--- src/rtl/mat_op_seq.sv ---
// Matrix operation sequencer: validates operand shapes, walks the result matrix
// row-major, issues operand reads, accumulates terms and writes result elements.
module mat_op_seq #(
  parameter int DW   = 8,
  parameter int MAXD = 5,
  parameter int AW   = 5,
  parameter int RW   = 2*DW+3
) (
  input  logic          clk,
  input  logic          rst_n,
  input  logic          start_op,
  input  logic [2:0]    op_sel,
  input  logic [2:0]    a_rows,
  input  logic [2:0]    a_cols,
  input  logic [2:0]    b_rows,
  input  logic [2:0]    b_cols,
  input  logic [DW-1:0] scalar,
  output logic          rd_en,
  output logic [AW-1:0] rd_addr_a,
  output logic [AW-1:0] rd_addr_b,
  input  logic [DW-1:0] rd_data_a,
  input  logic [DW-1:0] rd_data_b,
  output logic          wr_en,
  output logic [AW-1:0] wr_addr,
  output logic [RW-1:0] wr_data,
  output logic [2:0]    res_rows,
  output logic [2:0]    res_cols,
  output logic          busy,
  output logic          done,
  output logic          error_flag
);

  localparam logic [2:0] S_IDLE  = 3'd0;
  localparam logic [2:0] S_CHECK = 3'd1;
  localparam logic [2:0] S_READ  = 3'd2;
  localparam logic [2:0] S_DRAIN = 3'd3;
  localparam logic [2:0] S_WRITE = 3'd4;
  localparam logic [2:0] S_DONE  = 3'd5;
  localparam logic [2:0] S_ERR   = 3'd6;

  localparam logic [2:0] OP_ADD = 3'b000;
  localparam logic [2:0] OP_SUB = 3'b001;
  localparam logic [2:0] OP_SCL = 3'b010;
  localparam logic [2:0] OP_TRN = 3'b011;
  localparam logic [2:0] OP_MUL = 3'b100;

  localparam logic [2:0] MAXD3 = 3'(MAXD);

  logic [2:0]           state_q, state_d, op_q, op_d;
  logic [2:0]           ar_q, ar_d, ac_q, ac_d, br_q, br_d, bc_q, bc_d;
  logic signed [DW-1:0] scalar_q, scalar_d;
  logic [2:0]           i_q, i_d, j_q, j_d, k_q, k_d;
  logic signed [RW-1:0] acc_q, acc_d, acc_sum;
  logic                 rd_vld_q, rd_vld_d;
  logic                 rd_en_q, rd_en_d, wr_en_q, wr_en_d;
  logic [AW-1:0]        rd_addr_a_q, rd_addr_a_d, rd_addr_b_q, rd_addr_b_d;
  logic [AW-1:0]        wr_addr_q, wr_addr_d;
  logic signed [RW-1:0] wr_data_q, wr_data_d;
  logic [2:0]           res_rows_q, res_rows_d, res_cols_q, res_cols_d;
  logic                 busy_q, busy_d, done_q, done_d, err_q, err_d;
  logic                 a_bad, b_bad, chk_err;
  logic [2:0]           kmax;

  function automatic logic [AW-1:0] addr_f(input logic [2:0] r, input logic [2:0] stride,
                                           input logic [2:0] c);
    return AW'(r) * AW'(stride) + AW'(c);
  endfunction

  // Every term is widened to the accumulator width before the arithmetic.
  function automatic logic signed [RW-1:0] term_f(input logic [2:0] op,
                                                  input logic signed [DW-1:0] a,
                                                  input logic signed [DW-1:0] b,
                                                  input logic signed [DW-1:0] s);
    logic signed [RW-1:0] ae, be, se;
    ae = a;
    be = b;
    se = s;
    case (op)
      OP_ADD:  return ae + be;
      OP_SUB:  return ae - be;
      OP_SCL:  return ae * se;
      OP_TRN:  return ae;
      OP_MUL:  return ae * be;
      default: return '0;
    endcase
  endfunction

  always_comb begin
    a_bad = (ar_q == 3'd0) || (ar_q > MAXD3) || (ac_q == 3'd0) || (ac_q > MAXD3);
    b_bad = (br_q == 3'd0) || (br_q > MAXD3) || (bc_q == 3'd0) || (bc_q > MAXD3);
    case (op_q)
      OP_ADD, OP_SUB: chk_err = a_bad || b_bad || (ar_q != br_q) || (ac_q != bc_q);
      OP_SCL, OP_TRN: chk_err = a_bad;
      OP_MUL:         chk_err = a_bad || b_bad || (ac_q != br_q);
      default:        chk_err = 1'b1;
    endcase
    kmax = (op_q == OP_MUL) ? ac_q - 3'd1 : 3'd0;
  end

  always_comb begin
    state_d    = state_q;
    op_d       = op_q;
    ar_d       = ar_q;
    ac_d       = ac_q;
    br_d       = br_q;
    bc_d       = bc_q;
    scalar_d   = scalar_q;
    i_d        = i_q;
    j_d        = j_q;
    k_d        = k_q;
    rd_vld_d   = rd_en_q;
    wr_en_d    = 1'b0;
    wr_addr_d  = wr_addr_q;
    wr_data_d  = wr_data_q;
    res_rows_d = res_rows_q;
    res_cols_d = res_cols_q;
    err_d      = err_q;
    // Bank data arrives one cycle after each read strobe.
    acc_sum    = acc_q + term_f(op_q, rd_data_a, rd_data_b, scalar_q);
    acc_d      = rd_vld_q ? acc_sum : acc_q;

    case (state_q)
      S_IDLE: begin
        if (start_op) begin
          op_d     = op_sel;
          ar_d     = a_rows;
          ac_d     = a_cols;
          br_d     = b_rows;
          bc_d     = b_cols;
          scalar_d = scalar;
          err_d    = 1'b0;
          state_d  = S_CHECK;
        end
      end
      S_CHECK: begin
        acc_d = '0;
        if (chk_err) begin
          state_d = S_ERR;
        end else begin
          state_d = S_READ;
          i_d = 3'd0;
          j_d = 3'd0;
          k_d = 3'd0;
          case (op_q)
            OP_TRN:  begin res_rows_d = ac_q; res_cols_d = ar_q; end
            OP_MUL:  begin res_rows_d = ar_q; res_cols_d = bc_q; end
            default: begin res_rows_d = ar_q; res_cols_d = ac_q; end
          endcase
        end
      end
      S_READ: begin
        if (k_q == kmax) state_d = S_DRAIN;
        else             k_d = k_q + 3'd1;
      end
      S_DRAIN: begin
        state_d   = S_WRITE;
        wr_en_d   = 1'b1;
        wr_addr_d = addr_f(i_q, res_cols_q, j_q);
        wr_data_d = acc_sum;
      end
      S_WRITE: begin
        acc_d = '0;
        k_d   = 3'd0;
        if (j_q == res_cols_q - 3'd1) begin
          j_d = 3'd0;
          i_d = i_q + 3'd1;
        end else begin
          j_d = j_q + 3'd1;
        end
        if ((i_q == res_rows_q - 3'd1) && (j_q == res_cols_q - 3'd1)) state_d = S_DONE;
        else                                                          state_d = S_READ;
      end
      S_DONE:  state_d = S_IDLE;
      S_ERR:   state_d = S_IDLE;
      default: state_d = S_IDLE;
    endcase

    // Outputs are registered, so they are derived from the next state/counters.
    rd_en_d     = (state_d == S_READ);
    rd_addr_a_d = '0;
    rd_addr_b_d = '0;
    if (rd_en_d) begin
      case (op_q)
        OP_ADD, OP_SUB: begin
          rd_addr_a_d = addr_f(i_d, ac_q, j_d);
          rd_addr_b_d = addr_f(i_d, ac_q, j_d);
        end
        OP_SCL: rd_addr_a_d = addr_f(i_d, ac_q, j_d);
        OP_TRN: rd_addr_a_d = addr_f(j_d, ac_q, i_d);
        OP_MUL: begin
          rd_addr_a_d = addr_f(i_d, ac_q, k_d);
          rd_addr_b_d = addr_f(k_d, bc_q, j_d);
        end
        default: ;
      endcase
    end
    busy_d = (state_d == S_CHECK) || (state_d == S_READ) ||
             (state_d == S_DRAIN) || (state_d == S_WRITE);
    done_d = (state_d == S_DONE);
    if (state_d == S_ERR) err_d = 1'b1;
  end

  always_ff @(posedge clk or negedge rst_n) begin
    if (!rst_n) begin
      state_q     <= S_IDLE;
      op_q        <= '0;
      ar_q        <= '0;
      ac_q        <= '0;
      br_q        <= '0;
      bc_q        <= '0;
      scalar_q    <= '0;
      i_q         <= '0;
      j_q         <= '0;
      k_q         <= '0;
      acc_q       <= '0;
      rd_vld_q    <= 1'b0;
      rd_en_q     <= 1'b0;
      rd_addr_a_q <= '0;
      rd_addr_b_q <= '0;
      wr_en_q     <= 1'b0;
      wr_addr_q   <= '0;
      wr_data_q   <= '0;
      res_rows_q  <= '0;
      res_cols_q  <= '0;
      busy_q      <= 1'b0;
      done_q      <= 1'b0;
      err_q       <= 1'b0;
    end else begin
      state_q     <= state_d;
      op_q        <= op_d;
      ar_q        <= ar_d;
      ac_q        <= ac_d;
      br_q        <= br_d;
      bc_q        <= bc_d;
      scalar_q    <= scalar_d;
      i_q         <= i_d;
      j_q         <= j_d;
      k_q         <= k_d;
      acc_q       <= acc_d;
      rd_vld_q    <= rd_vld_d;
      rd_en_q     <= rd_en_d;
      rd_addr_a_q <= rd_addr_a_d;
      rd_addr_b_q <= rd_addr_b_d;
      wr_en_q     <= wr_en_d;
      wr_addr_q   <= wr_addr_d;
      wr_data_q   <= wr_data_d;
      res_rows_q  <= res_rows_d;
      res_cols_q  <= res_cols_d;
      busy_q      <= busy_d;
      done_q      <= done_d;
      err_q       <= err_d;
    end
  end

  assign rd_en      = rd_en_q;
  assign rd_addr_a  = rd_addr_a_q;
  assign rd_addr_b  = rd_addr_b_q;
  assign wr_en      = wr_en_q;
  assign wr_addr    = wr_addr_q;
  assign wr_data    = wr_data_q;
  assign res_rows   = res_rows_q;
  assign res_cols   = res_cols_q;
  assign busy       = busy_q;
  assign done       = done_q;
  assign error_flag = err_q;

endmodule

--- config.mk ---
export PLATFORM = sky130hd
export DESIGN_NAME = mat_op_seq
export DESIGN_NICKNAME = d
export VERILOG_FILES = /design/src/rtl/mat_op_seq.sv
export SDC_FILE = /design/constraint.sdc
export NUM_CORES = 1
export LEC_CHECK = 0
export ABC_AREA = 1
export BUFFER_PORTS_ARGS = -buffer_cell sky130_fd_sc_hd__buf_2
export CAP_MARGIN = 30
export CORE_ASPECT_RATIO = 1.5
export CORE_UTILIZATION = 35
export CTS_BUF_LIST = sky130_fd_sc_hd__clkbuf_4 sky130_fd_sc_hd__clkbuf_8
export DETAILED_ROUTE_END_ITERATION = 10
export MAX_ROUTING_LAYER = met4
export PLACE_DENSITY_LB_ADDON = 0.15
export SYNTH_ARGS = -nofsm -noshare
export SYNTH_HDL_FRONTEND = slang
export SYNTH_SLANG_ARGS = --single-unit
--- constraint.sdc ---
create_clock -name clk -period 13.1 [get_ports clk]
set_input_delay 0.655 -clock clk [delete_from_list [all_inputs] [get_ports clk]]
set_output_delay 0.655 -clock clk [all_outputs]
set_load 0.05 [all_outputs]
# Word-level counts from Yosys, hierarchy flattened
# Cells that the tools add are included.
[totals]
reg_bits = 100
output_inout_bits = 45
elab_cells = 127
[classes]
n_addsub = 14
n_mul = 6
magnitude_cmp = 4
n_eq_ne = 20
n_mux = 29
bitwise_logic = 1
n_reduce_logical = 30
[op_table]
columns = ["cell", "n"]
rows = [
  ["$pmux 19 s5", 1],
  ["$mux 19", 2],
  ["$mux 3", 12],
  ["$mul 8x8->16", 2],
  ["$add 5x3->5", 5],
  ["$mul 3x3->5", 4],
  ["$add 19x19->19", 1],
  ["$eq 3x2->1 const B", 6],
  ["$logic_not 3->1", 6],
  ["$pmux 3 s2", 3],
  ["$eq 3x3->1 const B", 5],
  ["$pmux 3 s5", 1],
  ["$pmux 5 s3", 1],
  ["$logic_or 1x1->1", 13],
  ["$gt 3x3->1 const B", 4],
  ["$mux 5", 2],
  ["$pmux 5 s2", 1],
  ["$add 3x1->3 const B", 3],
  ["$add 8x8->9", 1],
  ["$eq 3x1->1 const B", 3],
  ["$eq 3x3->1", 3],
  ["$ne 3x3->1", 3],
  ["$pmux 3 s3", 1],
  ["$sub 3x1->3 const B", 3],
  ["other kinds (9)", 18],
]

# Depth between registers and ports, before layout
[logic_depth]
word_depth = 14
mapped_depth = 33
depth_no_buf = 31

# Worst setup path before layout
# OpenSTA, ideal clock, no wires.
[synth_path]
kind = "input to register"
start = "in rd_data_a[7]"
end = "reg wr_data_q[18] (netlist: wr_data[18])"
setup_ns = 0.118
t_arrival_ns = 6.277
slack_ns = 6.705
cell_stages = 30
n_path_buf = 2
cell_sequence = "clkbuf_1 -> clkbuf_1 -> nand2_1 -> inv_1 -> fa_1 -> inv_1 -> fa_1 -> inv_1 -> fa_1 -> inv_1 -> fa_1 -> inv_1 -> ha_1 -> inv_1 -> nor3_1 -> nand2_1 -> o211ai_1 -> a31oi_1 -> o21ai_0 -> nand3_1 -> ha_1 -> inv_1 -> nor3_1 -> nor3b_1 -> nand4_1 -> nand3_1 -> xor2_1 -> nand4_1 -> nand3_1 -> nand2_1"
[synth_via]
elab_chain_cells = 3
[synth_rtl]
columns = ["element", "line_no", "rtl"]
rows = [
  ["start, declared", "21", "input logic [DW-1:0] rd_data_a,"],
  ["$mul 8x8->16, or another cell as far along", "83", "OP_MUL: return ae * be;"],
  ["$pmux 19 s5 (*)", "78", "case (op)"],
  ["$add 19x19->19 (*)", "119", "acc_sum = acc_q + term_f(op_q, rd_data_a, rd_data_b, scalar_q);"],
  ["end signal, assigned", "246", "wr_data_q <= wr_data_d;"],
  ["end, declared", "58", "logic signed [RW-1:0] wr_data_q, wr_data_d;"],
]
# Mark *: on every way between the ends. The rest lies on a longest branch, timed or not.
# A chain may end at the register's enable or synchronous reset.

# Worst setup path after layout
[layout_path]
start = "reg scalar_q[2]"
end = "reg acc_q[18]"
[layout_via]
elab_chain_cells = 5
[layout_rtl]
columns = ["element", "line_no", "rtl"]
rows = [
  ["start, declared", "51", "logic signed [DW-1:0] scalar_q, scalar_d;"],
  ["start signal, assigned", "235", "scalar_q <= scalar_d;"],
  ["$mul 8x8->16", "81", "OP_SCL: return ae * se;"],
  ["$pmux 19 s5", "78", ""],
  ["$add 19x19->19", "119", ""],
  ["$mux 19", "120", "acc_d = rd_vld_q ? acc_sum : acc_q;"],
  ["$mux 19", "122", "case (state_q)"],
  ["end signal, assigned", "215", "acc_q <= '0;"],
  ["end signal, assigned", "239", "acc_q <= acc_d;"],
  ["end, declared", "53", "logic signed [RW-1:0] acc_q, acc_d, acc_sum;"],
]
# Every way passes these cells. The select of a mux whose other input is x is not followed.

==> impl_metrics.yaml <==
outcome:
  outcome: "completed"
route:
  route.detailed.vias_per_inst: 4.83
  wirelength_um: 37100
  drt-pass1-iter-count: 4
  per_cell_routed_wire_length_um: 16.5
  dr_total_vias: 10839
  starting_drt_drc_count: 499
  post-route-drc-count: 0
  drt.antenna.violating_nets: 0
logic_synthesis:
  synth-edff-count: 0
  ys_ff_latch: 100
  synthDominantCellAreaShare: 0.198
  yosysSeqAreaShare: 0.197
  postSynthCellCount: 1703
  synth-warning-count: 0
  avgSynthCellArea_um2: 7.47
  synth_top_cell_by_area: "fa_1"
  dominantRegCellSynth: "dfrtp_1"
  synth_async_sr_flop_share: 1.00
  synth_area_mm2: 0.0127
  synth.cells.most_frequent: "387 x inv_1, 387 x nand2_1, 134 x ha_1"
  synth.area.top_cells: "fa_1 20%, dfrtp_1 20%, ha_1 13%"
  synth.distinct_cells: 51
  syn-num-nets: 2005
global_routing:
  global_route_wire_length_before_repair_um: 59400
  first_global_vias: 11351
  globalRoute.totalOverflow: 0
  antenna_violations_before_repair: 2
  track_usage: 0.217
  maximum_number_of_pins_on_one_net_before_global_route_repair: 72
clock_network:
  library_cell_used_as_clock_root_buffer: "clkbuf_8"
  cts_hold_repair.buffers: 0
  max-clock-path-buffers: 2
  clk_latency_ps: 420
  numCtsBuffers: 9
  clk_pin_slew_ps: 130
  post_cts.resized_instances: 0
  postCtsSetupRepairBufs: 0
  tritoncts: "yes"
  htreeDepth: 3
  cts_sinks: 100
sta:
  timing.setup.tns_ps: 0
  relSlewSlack: 0.417
  maxSlewViolCount: 0
  final-hold-violation-count: 0
  setup_viol_count_final: 0
  timing.fmax_mhz: 152
  min_period_ps: 6600
  fin_skew_ps: 20.0
  finalCritPeriodShare: 0.504
  unrepaired_setup_endpoints_after_global_routing: "false"
  worstMarginPinSlew_ps: 864
floorplan:
  die_h_um: 235
  ioPinCount: 87
  core_area_mm2: 0.0358
  die_w_um: 158
  dieArea_mm2: 0.0371
  floorplan.initialDensity: 0.355
  placementRows: 85
cells_and_area:
  multi_input_area_mm2: 0.00850
  fin_nets: 2063
  post_route_cells_drive_above_1_share: 0.0855
  area.growth.synth_to_final_pct: 9.12
  n_fill_cell: 3806
  seq_area_mm2: 0.00250
min_path:
  timing.hold.worst.class: "in2async"
placed_design:
  gpl.final_weighted_congestion: 0.894
  io_buf_count: 86
  place_hpwl_um: 30600
worst_setup_path:
  worstPathMaxFanout: 9
  required_ps: 13420
  crit_slowest_cell: "fa_1"
  startpoint_type: "flip-flop"
  critical_path_arrival_ps: 6920
  timing.critical_path.mode_cell: "inv_1"
  setup.worst_path.end_class: "flip-flop"
  critical_path.reg2reg.startpoint: "scalar_q[2]"
  cpPeakStageDelay_ps: 590
  timing.critical_path.from: "scalar_q[2]"
  timing.setup.critical_path_class: "reg2reg"
flow_run:
  timing.max_cap.violations: 0
[cell type report]
cell class,count,area share
clock inverter,7,0.00577
tap,478,0.0431
inverter,404,0.109
sequential,100,0.180
antenna,2,0.000361
multi-input combinational,1150,0.613
clock buffer,9,0.00893
timing repair buffer,96,0.0395
[state kept, by name, indices dropped and copies added, names as in the netlist, 3 cells and up]
name,cells
acc_q,19
wr_data,19
scalar_q,8
rd_addr_a,5
rd_addr_b,5
wr_addr,5
ac_q,3
ar_q,3
bc_q,3
br_q,3
i_q,3
j_q,3
k_q,3
op_q,3
res_cols,3
res_rows,3
state_q,3
[worst max-delay path, delay by kind of cell (launching register included)]
family / cells / cell delay [ps]
adders and majority gates: 6 / 2950
and+or+nand+nor: 11 / 1780
xor gates and xnor gates: 1 / 180
AOI/OAI and AO/OA: 3 / 460
buffers and inverters: 7 / 590
DFF: 1 / 540
[placed cells by master (no fill, tap or decap), drive strengths merged, types with 2 or more instances in the layout]
cell	netlist	routed
nor4	2	2
clkbuf	43	9
nor2	94	94
o21ai	108	108
dfrtp	100	100
nor3b	2	2
o22ai	6	6
or2	9	9
nand2	393	393
clkinv	1	4
o2111ai	2	2
a22oi	2	2
nor3	20	20
xnor2	27	27
a31oi	11	11
a21oi	76	76
o311ai	2	2
nand3b	2	2
buf	6	96
ha	134	134
nand4	9	9
diode	0	2
inv	403	406
a21o	8	8
a221oi	2	2
fa	126	126
o211ai	11	11
nand3	59	59
o221ai	2	2
o31ai	2	2
xor2	29	29
a32o	3	3
o21bai	3	3
[routing by layer]
metal / share of wire / track usage
met5: 0 / -
met3: 0.029 / 0.0256
met4: 0.031 / 0.0736
met1: 0.38 / 0.229
met2: 0.56 / 0.406
[stage by stage]
stage	cell area, um^2	util	hold WS [ps]	std cells	worst slack, ps
finish	13900	0.387	146	2246	6500
global route	13900	0.387	153	2246	6000
CTS	13800	0.386	140	2243	6430
detailed placement	13600	0.381	359	2227	6030
global placement	13600	0.380	360	2226	6170
floorplan	12700	-	359	1703	6700
[cell families (layout without fill, tap and decap cells)]
logic type               after synthesis  after routing  synth area share
adder cells (fa/ha/maj)              260            260             0.330
other                                  0              2                 0
AND/OR/NAND/NOR                      592            592             0.192
flip-flops                           100            100             0.197
AO/OA/AOI/OAI                        242            242             0.107
buffers and inverters                453            516             0.135
XOR/XNOR                              56             56            0.0392
[worst paths after layout]
| path | to | depth (start not counted) | slack, ps |
|---|---|---|---|
| max | acc_q[18] | 28 | 6500 |
| min | wr_data[13] | 1 | 150 |
| max reg2reg | acc_q[18] | 28 | 6500 |
| min reg2reg | rd_vld_q | 0 | 390 |
| max in group asynchronous | scalar_q[7] | 3 | 12030 |
| min in group clk | rd_vld_q | 0 | 390 |
Power is left out: the tool's default activity adds up to more than one toggle a clock period on the data nets, which glitch-free logic cannot reach.
